==> src/rtl/dds_pkg.sv <==
// Shared geometry, types and phase-decode helper for the DDS sine generator.
package dds_pkg;

    localparam int unsigned ACC_W_DEF  = 12;
    localparam int unsigned LUT_AW_DEF = 6;
    localparam int unsigned OUT_W_DEF  = 8;

    typedef logic [ACC_W_DEF-1:0]  phase_t;
    typedef logic [OUT_W_DEF-1:0]  mag_t;
    typedef logic [LUT_AW_DEF-1:0] lut_addr_t;

    // Quarter-wave table address: rising quadrant reads forward, falling quadrant
    // reads the table backwards ((2^LUT_AW-1) - a is just the bitwise complement).
    function automatic lut_addr_t quarter_addr(input phase_t acc);
        lut_addr_t a;
        a = acc[ACC_W_DEF-3 -: LUT_AW_DEF];
        return acc[ACC_W_DEF-2] ? ~a : a;
    endfunction

endpackage

==> src/rtl/dds_quarter_lut.sv <==
// Combinational quarter-wave ROM: mag = round(255*sin(pi*addr/128)), addr 0..63.
module dds_quarter_lut
    import dds_pkg::*;
(
    input  lut_addr_t addr_i,
    output mag_t      mag_o
);

    // Constant table lookup; monotonic non-decreasing from 0 up to 255.
    always_comb begin
        mag_o = '0;
        case (addr_i)
            6'd0:  mag_o = 8'd0;   6'd1:  mag_o = 8'd6;   6'd2:  mag_o = 8'd13;  6'd3:  mag_o = 8'd19;
            6'd4:  mag_o = 8'd25;  6'd5:  mag_o = 8'd31;  6'd6:  mag_o = 8'd37;  6'd7:  mag_o = 8'd44;
            6'd8:  mag_o = 8'd50;  6'd9:  mag_o = 8'd56;  6'd10: mag_o = 8'd62;  6'd11: mag_o = 8'd68;
            6'd12: mag_o = 8'd74;  6'd13: mag_o = 8'd80;  6'd14: mag_o = 8'd86;  6'd15: mag_o = 8'd92;
            6'd16: mag_o = 8'd98;  6'd17: mag_o = 8'd103; 6'd18: mag_o = 8'd109; 6'd19: mag_o = 8'd115;
            6'd20: mag_o = 8'd120; 6'd21: mag_o = 8'd126; 6'd22: mag_o = 8'd131; 6'd23: mag_o = 8'd136;
            6'd24: mag_o = 8'd142; 6'd25: mag_o = 8'd147; 6'd26: mag_o = 8'd152; 6'd27: mag_o = 8'd157;
            6'd28: mag_o = 8'd162; 6'd29: mag_o = 8'd167; 6'd30: mag_o = 8'd171; 6'd31: mag_o = 8'd176;
            6'd32: mag_o = 8'd180; 6'd33: mag_o = 8'd185; 6'd34: mag_o = 8'd189; 6'd35: mag_o = 8'd193;
            6'd36: mag_o = 8'd197; 6'd37: mag_o = 8'd201; 6'd38: mag_o = 8'd205; 6'd39: mag_o = 8'd208;
            6'd40: mag_o = 8'd212; 6'd41: mag_o = 8'd215; 6'd42: mag_o = 8'd219; 6'd43: mag_o = 8'd222;
            6'd44: mag_o = 8'd225; 6'd45: mag_o = 8'd228; 6'd46: mag_o = 8'd231; 6'd47: mag_o = 8'd233;
            6'd48: mag_o = 8'd236; 6'd49: mag_o = 8'd238; 6'd50: mag_o = 8'd240; 6'd51: mag_o = 8'd242;
            6'd52: mag_o = 8'd244; 6'd53: mag_o = 8'd246; 6'd54: mag_o = 8'd247; 6'd55: mag_o = 8'd249;
            6'd56: mag_o = 8'd250; 6'd57: mag_o = 8'd251; 6'd58: mag_o = 8'd252; 6'd59: mag_o = 8'd253;
            6'd60: mag_o = 8'd254; 6'd61: mag_o = 8'd254; 6'd62: mag_o = 8'd255; 6'd63: mag_o = 8'd255;
            default: mag_o = '0;
        endcase
    end

endmodule

==> src/rtl/dds_sine_gen.sv <==
// DDS sine generator: FTW register, phase accumulator, quarter-wave ROM and
// registered sign/magnitude output (output lags the accumulator by one clock).
module dds_sine_gen
    import dds_pkg::*;
#(
    parameter int unsigned ACC_W  = ACC_W_DEF,
    parameter int unsigned LUT_AW = LUT_AW_DEF,
    parameter int unsigned OUT_W  = OUT_W_DEF
) (
    input  logic             clk,
    input  logic             rst_n,
    input  logic [3:0]       init,
    input  logic             wr,
    output logic [OUT_W-1:0] out,
    output logic             sym
);

    logic [3:0]        ftw_q, ftw_d;
    logic [ACC_W-1:0]  acc_q, acc_d;
    logic [OUT_W-1:0]  out_q, out_d;
    logic              sym_q, sym_d;
    logic [LUT_AW-1:0] lut_a;
    lut_addr_t         lut_addr;
    mag_t              lut_mag;

    // Next-state: FTW load, modulo accumulate with the pre-load FTW, phase decode.
    always_comb begin
        ftw_d    = wr ? init : ftw_q;
        acc_d    = acc_q + ACC_W'(ftw_q);
        lut_a    = acc_q[ACC_W-3 -: LUT_AW];
        // Falling quadrant mirrors the table: (2^LUT_AW-1) - a == ~a.
        lut_addr = acc_q[ACC_W-2] ? ~lut_a : lut_a;
        out_d    = OUT_W'(lut_mag);
        sym_d    = acc_q[ACC_W-1];
    end

    dds_quarter_lut u_lut (
        .addr_i (lut_addr),
        .mag_o  (lut_mag)
    );

    // State registers; everything clears asynchronously and holds while in reset.
    always_ff @(posedge clk or negedge rst_n) begin
        if (!rst_n) begin
            ftw_q <= '0;
            acc_q <= '0;
            out_q <= '0;
            sym_q <= 1'b0;
        end else begin
            ftw_q <= ftw_d;
            acc_q <= acc_d;
            out_q <= out_d;
            sym_q <= sym_d;
        end
    end

    assign out = out_q;
    assign sym = sym_q;

endmodule

==> config.mk <==
export PLATFORM = sky130hd
export DESIGN_NAME = dds_sine_gen
export DESIGN_NICKNAME = d
export VERILOG_FILES = /design/src/rtl/dds_pkg.sv /design/src/rtl/dds_quarter_lut.sv /design/src/rtl/dds_sine_gen.sv
export SDC_FILE = /design/constraint.sdc
export NUM_CORES = 1
export LEC_CHECK = 0
export CORE_MARGIN = 4
export CORE_UTILIZATION = 40
export DETAILED_ROUTE_END_ITERATION = 6
export DONT_BUFFER_PORTS = 1
export PLACE_DENSITY_LB_ADDON = 0.05
export SLEW_MARGIN = 20
export SYNTH_ARGS = -nofsm -noshare
export SYNTH_HDL_FRONTEND = slang
export SYNTH_HIERARCHICAL = 1
export SYNTH_SLANG_ARGS = --single-unit
==> constraint.sdc <==
create_clock -name clk -period 2.65 [get_ports clk]
set_input_delay 0.795 -clock clk [delete_from_list [all_inputs] [get_ports clk]]
set_output_delay 0.795 -clock clk [all_outputs]
set_load 0.01 [all_outputs]
# Word level (Yosys, flattened, before mapping)
# Memory sizes are Yosys's and may differ from the RTL's. A register that Yosys moved wholly into a read port is not among the register bits.
# Index checks and enable logic that the tools add are counted.
[word_totals]
elab_cells = 8
mem_count = 1
romBits = 512
inputBits = 7
reg_bits = 17
[memory_table]
columns = ["name", "depth", "word_bits", "read_ports", "rd_ports_with_merged_regs", "wr", "line", "source"]
rows = [
  ["(name not given)", 64, 8, 1, 1, 0, "dds_quarter_lut.sv:12", "case (addr_i)"],
]
[classes]
muxes = 1
bitwise_logic = 1
reduce_logical = 1
add_sub_neg = 1
[op_table]
columns = ["cell", "count"]
rows = [
  ["12-bit by 4-bit adder with 12-bit output", 1],
  ["6-bit 2-to-1 mux", 1],
  ["6-bit inverter", 1],
  ["1-bit zero test", 1],
]

# Logic depth before layout (Yosys ltp)
[logic_depth]
depth_word = 2
mapped_depth = 9

# Hierarchy
# The synthesis kept the hierarchy.
[by_module_without_submodules]
columns = ["module", "n_inst", "cells_per_inst", "area_per_inst_um2"]
rows = [
  ["dds_sine_gen", 1, 74, 1024.7],
  ["dds_quarter_lut", 1, 107, 691.9],
]

# Worst setup path after synthesis
# No wires, ideal clock.
[synth_timing]
kind = "register to register"
startpoint = "register acc_q[10]"
endpoint = "register out_q[0], in the netlist out[0]"
setup_ns = 0.086
stages_incl_launch_ff = 9
path_slack_ns = 0.225
arrival_time_ns = 2.339
cell_sequence = "dfrtp_1 clkbuf_1 xor2_1 inv_1 ha_1 nor2_2 a2111oi_2 a31oi_1 a32oi_1"
[synth_between]
elab_chain_cells = 1
[synth_lines]
columns = ["item", "line", "source"]
rows = [
  ["from (decl)", "dds_sine_gen.sv:19", "logic [ACC_W-1:0] acc_q, acc_d;"],
  ["from (signal assigned)", "dds_sine_gen.sv:46", "acc_q <= '0;"],
  ["from (signal assigned)", "dds_sine_gen.sv:51", "acc_q <= acc_d;"],
  ["6-bit 2-to-1 mux", "dds_sine_gen.sv:32", "lut_addr = acc_q[ACC_W-2] ? ~lut_a : lut_a;"],
  ["named net lut_addr[0]", "dds_sine_gen.sv:23", "lut_addr_t lut_addr;"],
  ["to (decl)", "dds_sine_gen.sv:20", "logic [OUT_W-1:0] out_q, out_d;"],
]
# The timed path passes the listed nets, and every way through them passes these cells.
# A chain may end at the register's enable or synchronous reset.

# Final worst setup path
# Same ends and word-level chain as after synthesis.

==> impl_metrics.py <==
metrics = {
    "outcome": {
        "outcome": "finished, final reports clean",
    },
    "timing": {
        "rsz0062_at_grt": "no",
        "max_freq_ghz": 0.466,
        "setup_viol": 0,
        "finalCritPeriodShare_pct": 80.9,
        "final-hold-violation-count": 0,
        "min_period_ns": 2.14,
        "timing.final.max_slew_violations": 0,
        "fin_setup_tns_ns": 0,
        "clock_skew_ns": 0.00429,
        "worst_pin_slew_ns": 0.496,
        "setup_ws_ns": 0.506,
        "relSlewSlack_pct": 66.9,
    },
    "clock_tree": {
        "holdBufCountCts": 0,
        "post_cts_resized": 0,
        "clkTransAtPathRegs_ns": 0.08,
        "cts_buffers": 3,
        "cts_setup_buffers": 0,
        "clk_latency_ns": 0.26,
        "clock-root-buffer": "clkbuf_8",
        "cts_tree": "built",
        "clockBufferDepth": 2,
        "h-tree-depth": 1,
        "cts.sinks": 25,
    },
    "grt": {
        "antenna_found_initial": 0,
        "grt_overflow": 0,
        "grt_max_degree": 31,
        "grt_pass1_vias": 1285,
        "grt_pass1_wl_mm": 6.22,
        "track_usage_pct": 14.6,
    },
    "synth": {
        "yosysTopAreaCell": "dfrtp_1",
        "synth.yosys.seq_area_share_pct": 36.4,
        "syn-instance-count": 181,
        "yosysMostFrequentCell": "dfrtp_1",
        "synth_area_mm2": 0.00172,
        "synth_area_leaders": "dfrtp_1 36%, ha_1 8.7%, xnor2_1 5.1%",
        "ys_top_cells_by_count": "25 x dfrtp_1, 16 x nor2_1, 13 x nand2_1, 12 x ha_1, 10 x xnor2_1",
        "yosysWarnings": 6,
        "synth_edf_count": 0,
        "syn_avg_cell_area_um2": 9.48,
        "ys_seq_elements": 25,
        "synth_nets": 201,
        "async_flop_share_pct": 100,
        "synth.distinct_cells": 46,
        "ys.flop_type": "dfrtp_1",
        "yosysTopAreaCellShare_pct": 36.4,
    },
    "run": {
        "drv_cap": 0,
    },
    "worst_setup_path": {
        "worst_ep_required_time_ns": 2.83,
        "critPathMaxFanout": 7,
        "critical_path.cell_chain": "xor2_1 -> inv_1 -> ha_1 -> nor2_2 -> a2111oi_2 -> a31oi_1 -> a32oi_1",
        "critPathBufInv": 1,
        "crit_family": "compound AO/OA/AOI/OAI gates",
        "crit_type": "register to register",
        "arrival_ns": 2.32,
        "crit_path_top_delay_cell": "dfrtp_1",
        "end_kind": "register",
        "slowest_delay_ns": 0.59,
        "start_kind": "register",
    },
    "cells_and_area": {
        "areaGrowthSynthToFinish_pct": 5.25,
        "final_util_pct": 44.2,
        "nets": 199,
        "num-fill-cells": 409,
        "stdcell_area_mm2": 0.00181,
        "stdcell_count": 228,
        "ff_latch_area_um2": 626,
        "antenna_cells": 0,
        "multi_input_comb_area_mm2": 0.00101,
        "drive_above_1_share_pct": 12.4,
    },
    "floorplanning": {
        "die_w_um": 73.5,
        "initial_core_util_pct": 42.0,
        "fp.dieArea_mm2": 0.00540,
        "core-area_mm2": 0.00409,
        "rows": 23,
        "die_y_um": 73.5,
        "io_pins": 16,
    },
    "drt": {
        "wl_per_cell_um": 15.4,
        "wl_met3_um": 74,
        "drc": 0,
        "drt_iter0_drc": 35,
        "dr.max_layer_used": "met4",
        "drtPass1Iterations": 4,
        "wl_met1_mm": 1.67,
        "vias_per_cell": 5.61,
        "num_vias": 1278,
        "ant_nets": 0,
        "wl_mm": 3.51,
        "wl_met2_mm": 1.73,
    },
    "power": {
        "leakagePower_uw": 0.000771,
        "ir_drop_uv": 418,
        "pwr_density_cell_mw_per_mm2": 1320,
    },
    "placed_design": {
        "dp.cells": 224,
        "dpl_cell_area_mm2": 0.00176,
        "io_buffer_count": 0,
        "place.gp.congestion": 0.835,
        "pre_cts_slack_ns": 0.544,
        "dp_hpwl_mm": 2.57,
    },
    "min_path": {
        "hp-class": "input port to async pin",
    },
}
-- state kept, by name, indices dropped and copies added, names as in the netlist --
register,count
acc_q,12
ftw_q,4
out,8
sym,1
-- where the power goes --
| part | leakage, uW | switching (uW) | internal [uW] |
|---|---|---|---|
| Combinational | 0.000442 | 863 | 633 |
| Clock | 0.0000228 | 112 | 107 |
| Sequential | 0.000306 | 141 | 536 |
| Total | 0.000771 | 1120 | 1280 |
-- layout make-up --
type,count,area share [%]
sequential,25,34.6
multi-input combinational,137,55.9
tap,50,3.46
clock buffer,4,2.49
inverter,7,1.45
timing repair buffer,5,2.08
-- metal layers --
metal  up-vias  GRT usage [%]
li1        636              -
met1       625           19.7
met2        15           24.2
met3         2           1.78
met4         0           4.83
met5         -              0
-- stage by stage --
| stage | hold slack, ns | total power (uW) |
|---|---|---|
| after global routing | 0.195 | 2630 |
| final | 0.218 | 2390 |
| after floorplan | 0.373 | 1900 |
| after detailed placement | 0.397 | 2180 |
| after global placement | 0.386 | 2150 |
| after CTS | 0.212 | 2410 |
-- layout by cell type, fill, tap and decap left out, types with 6 or more instances in the layout --
cell      instances
a211oi_1          6
a21oi_1           7
dfrtp_1          25
ha_1             12
inv_1             7
nand2_1          13
nand2b_1          6
nor2_1           16
o21ai_0           9
xnor2_1          10
-- logic make-up after synthesis --
| family | after synthesis | synth area share [%] |
|---|---|---|
| fa+ha+maj | 13 | 9.91 |
| mux | 4 | 2.55 |
| buf+inv | 19 | 5.61 |
| simple gates | 52 | 15.8 |
| compound gates | 51 | 21.0 |
| flops | 25 | 36.4 |
| xor+xnor | 17 | 8.67 |
-- final timing paths --
kind                                          start            endpoint  slack, ns  cells past startpoint
worst max-delay path            acc_q[10]$_DFF_PN0_    out[0]$_DFF_PN0_       0.51                      7
worst min-delay path                          rst_n  acc_q[5]$_DFF_PN0_       0.22                      0
worst max register to register  acc_q[10]$_DFF_PN0_    out[0]$_DFF_PN0_       0.51                      7
worst min register to register  acc_q[11]$_DFF_PN0_       sym$_DFF_PN0_       0.41                      0
max in group asynchronous                     rst_n  acc_q[2]$_DFF_PN0_       2.36                      0
min in group clk                acc_q[11]$_DFF_PN0_       sym$_DFF_PN0_       0.41                      0
-- worst reg2reg max path, stage by stage (launching register included) --
cell	delay (ns)
dfrtp_1	0.59
xor2_1	0.23
inv_1	0.13
ha_1	0.42
nor2_2	0.07
a2111oi_2	0.34
a31oi_1	0.07
a32oi_1	0.20
Power figures use the tool's default switching activity.
